[src/rtl/pipe_dest_tracker.sv]
// pipe_dest_tracker
//   Carries each instruction's destination register, register-file write
//   enable and load flag from ID through the EX, MEM and WB slots. The slot
//   contents are the hazard-status signals for the data hazard unit. That
//   unit's NOP request inserts a bubble into EX. Load-use stall cycles are
//   counted for performance debug.
//
// Ports
//   clk        in   pipeline clock, rising edge
//   rst_n      in   asynchronous active-low reset
//   ID_RD      in   destination register of the instruction in ID
//   ID_RF_LE   in   instruction in ID writes the register file
//   ID_L       in   instruction in ID is a load
//   NOP        in   bubble request from the hazard unit (load-use stall)
//   FLUSH      in   squash the instruction in ID
//   HOLD       in   global pipeline freeze
//   CNT_CLR    in   synchronous clear of STALL_CNT
//   EX_/MEM_/WB_RD, EX_/MEM_/WB_RF_LE, EX_L   out   slot contents
//   PIPE_EMPTY out   no write enable set in EX, MEM or WB
//   STALL_CNT  out   saturating count of stall cycles
module pipe_dest_tracker #(
  parameter int CNT_W = 16
) (
  input  logic             clk,
  input  logic             rst_n,
  input  logic [4:0]       ID_RD,
  input  logic             ID_RF_LE,
  input  logic             ID_L,
  input  logic             NOP,
  input  logic             FLUSH,
  input  logic             HOLD,
  input  logic             CNT_CLR,
  output logic [4:0]       EX_RD,
  output logic [4:0]       MEM_RD,
  output logic [4:0]       WB_RD,
  output logic             EX_RF_LE,
  output logic             MEM_RF_LE,
  output logic             WB_RF_LE,
  output logic             EX_L,
  output logic             PIPE_EMPTY,
  output logic [CNT_W-1:0] STALL_CNT
);

  logic [4:0]       ex_rd_reg, mem_rd_reg, wb_rd_reg;
  logic             ex_rf_le_reg, mem_rf_le_reg, wb_rf_le_reg;
  logic             ex_l_reg, mem_l_reg, wb_l_reg;
  logic [CNT_W-1:0] stall_cnt_reg;

  // GR0 is hardwired zero: an instruction targeting it must never be seen
  // as a producer, so its write enable and load flag are dropped at entry.
  logic id_not_gr0;
  logic bubble;
  logic cnt_full;

  assign id_not_gr0 = (ID_RD != 5'd0);
  assign bubble     = NOP | FLUSH;
  assign cnt_full   = &stall_cnt_reg;

  always_ff @(posedge clk or negedge rst_n) begin
    if (!rst_n) begin
      ex_rd_reg     <= '0;
      ex_rf_le_reg  <= 1'b0;
      ex_l_reg      <= 1'b0;
      mem_rd_reg    <= '0;
      mem_rf_le_reg <= 1'b0;
      mem_l_reg     <= 1'b0;
      wb_rd_reg     <= '0;
      wb_rf_le_reg  <= 1'b0;
      wb_l_reg      <= 1'b0;
    end else if (!HOLD) begin
      if (bubble) begin
        ex_rd_reg    <= '0;
        ex_rf_le_reg <= 1'b0;
        ex_l_reg     <= 1'b0;
      end else begin
        ex_rd_reg    <= ID_RD;
        ex_rf_le_reg <= ID_RF_LE & id_not_gr0;
        ex_l_reg     <= ID_L & id_not_gr0;
      end
      // Older instructions keep draining even while EX takes a bubble.
      mem_rd_reg    <= ex_rd_reg;
      mem_rf_le_reg <= ex_rf_le_reg;
      mem_l_reg     <= ex_l_reg;
      wb_rd_reg     <= mem_rd_reg;
      wb_rf_le_reg  <= mem_rf_le_reg;
      wb_l_reg      <= mem_l_reg;
    end
  end

  // Clear is honoured even under HOLD and beats a simultaneous increment.
  always_ff @(posedge clk or negedge rst_n) begin
    if (!rst_n) begin
      stall_cnt_reg <= '0;
    end else if (CNT_CLR) begin
      stall_cnt_reg <= '0;
    end else if (NOP && !HOLD && !cnt_full) begin
      stall_cnt_reg <= stall_cnt_reg + 1'b1;
    end
  end

  assign EX_RD      = ex_rd_reg;
  assign MEM_RD     = mem_rd_reg;
  assign WB_RD      = wb_rd_reg;
  assign EX_RF_LE   = ex_rf_le_reg;
  assign MEM_RF_LE  = mem_rf_le_reg;
  assign WB_RF_LE   = wb_rf_le_reg;
  assign EX_L       = ex_l_reg;
  assign PIPE_EMPTY = ~(ex_rf_le_reg | mem_rf_le_reg | wb_rf_le_reg);
  assign STALL_CNT  = stall_cnt_reg;

  // The WB load flag travels with the slot for completeness but is not
  // exported; fold it into an unused sink so its intent stays visible.
  logic unused_wb_l;
  assign unused_wb_l = wb_l_reg ^ mem_l_reg;

endmodule

[config.mk]
export PLATFORM = sky130hd
export DESIGN_NAME = pipe_dest_tracker
export DESIGN_NICKNAME = d
export VERILOG_FILES = /design/src/rtl/pipe_dest_tracker.sv
export SDC_FILE = /design/constraint.sdc
export NUM_CORES = 1
export LEC_CHECK = 0
export ABC_AREA = 0
export BUFFER_PORTS_ARGS = -buffer_cell sky130_fd_sc_hd__buf_2
export CORE_ASPECT_RATIO = 0.5
export CORE_MARGIN = 3
export CORE_UTILIZATION = 30
export CTS_CLUSTER_SIZE = 40
export DETAILED_ROUTE_END_ITERATION = 10
export MAX_ROUTING_LAYER = met4
export PLACE_DENSITY_LB_ADDON = 0.08
export RECOVER_POWER = 25
export SLEW_MARGIN = 5
export SYNTH_ARGS = -nofsm -noshare
export SYNTH_HDL_FRONTEND = slang
export SYNTH_SLANG_ARGS = --single-unit
[constraint.sdc]
create_clock -name clk -period 2 [get_ports clk]
set_input_delay 0.2 -clock clk [delete_from_list [all_inputs] [get_ports clk]]
set_output_delay 0.2 -clock clk [all_outputs]
set_load 0.02 [all_outputs]
==> results.md <==
* Antenna viol nets, final at 0
* CP max stage cell: or4_4
* Count leader, synth: dfrtp_1
* Via density at 5.10
* Initial antenna violation count at 0
* Die height at 58.3 um
* Minimum clock period at 1.91 ns
* Core ar. at 0.00511 sq mm
* MaxCap Viol Count at 0
* Min-delay worst type: in -> reg
* Post-Syn Area at 0.00164 sq mm
* Syn Nets at 160
* Clock net sink count at 35
* Area Growth Syn to Fin at 31.6%
* Die area at 0.00646 sq mm
* Global Route Usage Sum at 0.134
* Hold Fails Final Rpt at 0
* Clock tree buffer depth at 2
* Status: complete, no violations
* Vias at 1424
* Filler instances at 500
* Top Family by Delay on Critical Path: simple AND/OR/NAND/NOR gates
* Final Cell Area at 0.00216 sq mm
* TritonCTS Buffers at 5
* Crit Reg-Reg Endpoint: STALL_CNT[2]$_DFFE_PN0P_
* Proportion of synthesized flip-flops having asynchronous set or reset at 1.00
* IO Port Bufs at 48
* Gpl congestion at 0.812
* Vias in the first global route at 1339
* Clk slew on worst S/H paths at 0.08 ns
* Initial DRC count at 42
* Post-synth top flop: dfrtp_1
* Max Clk Rate at 523 MHz
* Syn Inst Count at 146
* Type of origin of the critical path: flip-flop
* Power, Total at 0.00150 W
* Routed len/inst at 14.3 um
* DP HPWL at 2880 um
* VDD IR max at 0.000328 V
* Worst r2r src: STALL_CNT[1]$_DFFE_PN0P_
* Hold_sp: ID_RF_LE
* Final net count at 222
* Worst Slack Setup Final at 0.0865 ns
* Setup crit end kind: flip-flop
* Power Dens Cells at 694 mW/mm^2
* CP Data Required Time at 2.17 ns
* Pin count of the biggest net entering global routing at 22
* First-pass GRT wire length at 6640 um
* Pins Over Slew Limit at 0
* Distinct cells, synth at 28
* DP Worst Slack at 0.0457 ns
* Flop-to-flop setup slack at 0.09 ns
* Critical path class: reg -> reg
* Finished Layout Cells at 279
* Buf/Inv on CP at 0
* Final period util at 0.957
* CP Cell Sequence: ha_2, nand4_1, or4_4, nand3_1, mux2_2
* Io pins at 49
* Top cells by area, synth: dfrtp_1, mux2_2, or4_1, a22o_1, a21oi_1
* Initial core utilization at 0.322
* YS warnings at 0
* Register area at 880 sq um
* CP startpoint: STALL_CNT[1]$_DFFE_PN0P_
* Dpl cell area at 0.00205 sq mm
* Crit path arrival time at 2.09 ns
* Routing usage on met1 at 0.182
* Worst r2r path cells at 5
* CP max FO at 5
* Final Core Density at 0.423
* Syn Area/Cell at 11.3 sq um
* Clk_lat worst skew at 0.29 ns
* Post-synth EDFFs at 0
* # diodes at 0
* GR Overflow Total at 0
* Sequential share of the synthesized area at 0.533
* CP max stage delay at 0.60 ns
* Multi-input gate area at 747 sq um
* Die Wd at 111 um
* Endpoints failing setup at 0
* Rows at 18
* Seq cells post-synth at 35
* Initial DRT Pass Iterations at 4
* H-tree Lvls at 2
* Placed Cells at 269
* Met2 Use GR at 0.191
* Clk_skew at 0.00579 ns
* RSZ-0062 raised after global routing: no
* Gr busiest metal: met2
* Hold path cells at 2
* Clock root buffer: clkbuf_8
* Area share of the largest cell type after synthesis at 0.533
* Post-synth top area cell: dfrtp_1
* Residual DRC at 0
* CTS tree: done
* Slew of the pin with the lowest slew margin at 0.717 ns
* Slew HR at 0.522
* Final wirelength at 3990 um
* Met3 Use GR at 0.0390
* Leak Pwr at 1.03 nW
* Commonest cells in the netlist: dfrtp_1, mux2_2, a21oi_1, or4_1, nand3_1
* Share of layout cells above drive strength 1 at 0.440
* Hold EP: EX_RF_LE$_DFFE_PN0N_
worst reg2reg max path, cell delays in order (launching register included):
cell	delay, ns
dfrtp_2	0.37
ha_2	0.20
nand4_1	0.20
or4_4	0.60
nand3_1	0.11
mux2_2	0.33
flip-flops by register name, indices dropped and copies added, names as in the netlist:
signal / flops
WB_RF_LE: 1
EX_RD: 5
EX_RF_LE: 1
EX_L: 1
MEM_RF_LE: 1
WB_RD: 5
MEM_RD: 5
STALL_CNT: 16
how the worst max path moves through the flow:
stage / cells past startpoint / slack, ns / end
floorplan: 5 / -0.0009 / STALL_CNT[15]$_DFFE_PN0P_
global placement: 5 / 0.1 / STALL_CNT[2]$_DFFE_PN0P_
detailed placement: 5 / 0.05 / STALL_CNT[2]$_DFFE_PN0P_
finish: 5 / 0.09 / STALL_CNT[2]$_DFFE_PN0P_
global route: 5 / 0.02 / STALL_CNT[2]$_DFFE_PN0P_
CTS: 5 / 0.03 / STALL_CNT[2]$_DFFE_PN0P_
power by group:
group          internal [W]  switching, W
Clock              0.000281      0.000283
Sequential         0.000738     0.0000197
Combinational     0.0000711      0.000109
Total               0.00109      0.000412
what timing repair did:
| action | CTS | global route |
|---|---|---|
| setup buffers | 0 | 1 |
| resized for setup | 0 | 2 |
| endpoints found under the setup margin | 0 | 4 |
| hold buffers | 1 | 0 |
| hold endpoints to repair | 11 | 0 |
area by class of cell:
class,count,share of cell area
sequential,35,0.407
clock inverter,2,0.00752
timing repair buffer,63,0.162
multi-input combinational,103,0.345
tap,70,0.0405
clock buffer,6,0.0382
cell families after synthesis:
| family | synth area share |
|---|---|
| flops | 0.533 |
| simple gates | 0.202 |
| mux | 0.116 |
| compound gates | 0.120 |
| fa+ha+maj | 0.00761 |
| buf+inv | 0.0205 |
per-stage QoR:
step             TNS, ns  hold WS, ns
4_1_cts                0        0.110
2_1_floorplan  -0.000920      -0.0956
5_1_grt                0        0.118
6_report               0        0.122
3_3_place_gp           0        0.116
3_5_place_dp           0        0.109
layout by cell type, fill, tap and decap left out, types with 5 or more instances in the layout:
| master | synthesis | layout |
|---|---|---|
| nand2_1 | 6 | 6 |
| buf_2 | 3 | 47 |
| a21oi_1 | 11 | 11 |
| mux2_2 | 16 | 16 |
| dfrtp_1 | 35 | 32 |
| nor2b_1 | 6 | 6 |
| a22o_1 | 7 | 7 |
| nand3_1 | 8 | 8 |
| o31ai_1 | 6 | 6 |
| buf_4 | 0 | 13 |
| or4_1 | 9 | 8 |
| nor2_1 | 5 | 5 |
| clkbuf_8 | 0 | 6 |
layer usage:
layer	part of all wire	vias up	wire length [um]
met5	0	-	0
met4	0.011	0	44
met3	0.056	8	222
met2	0.42	45	1690
met1	0.51	688	2030
li1	-	683	-
(Power assumes the default switching activity.)
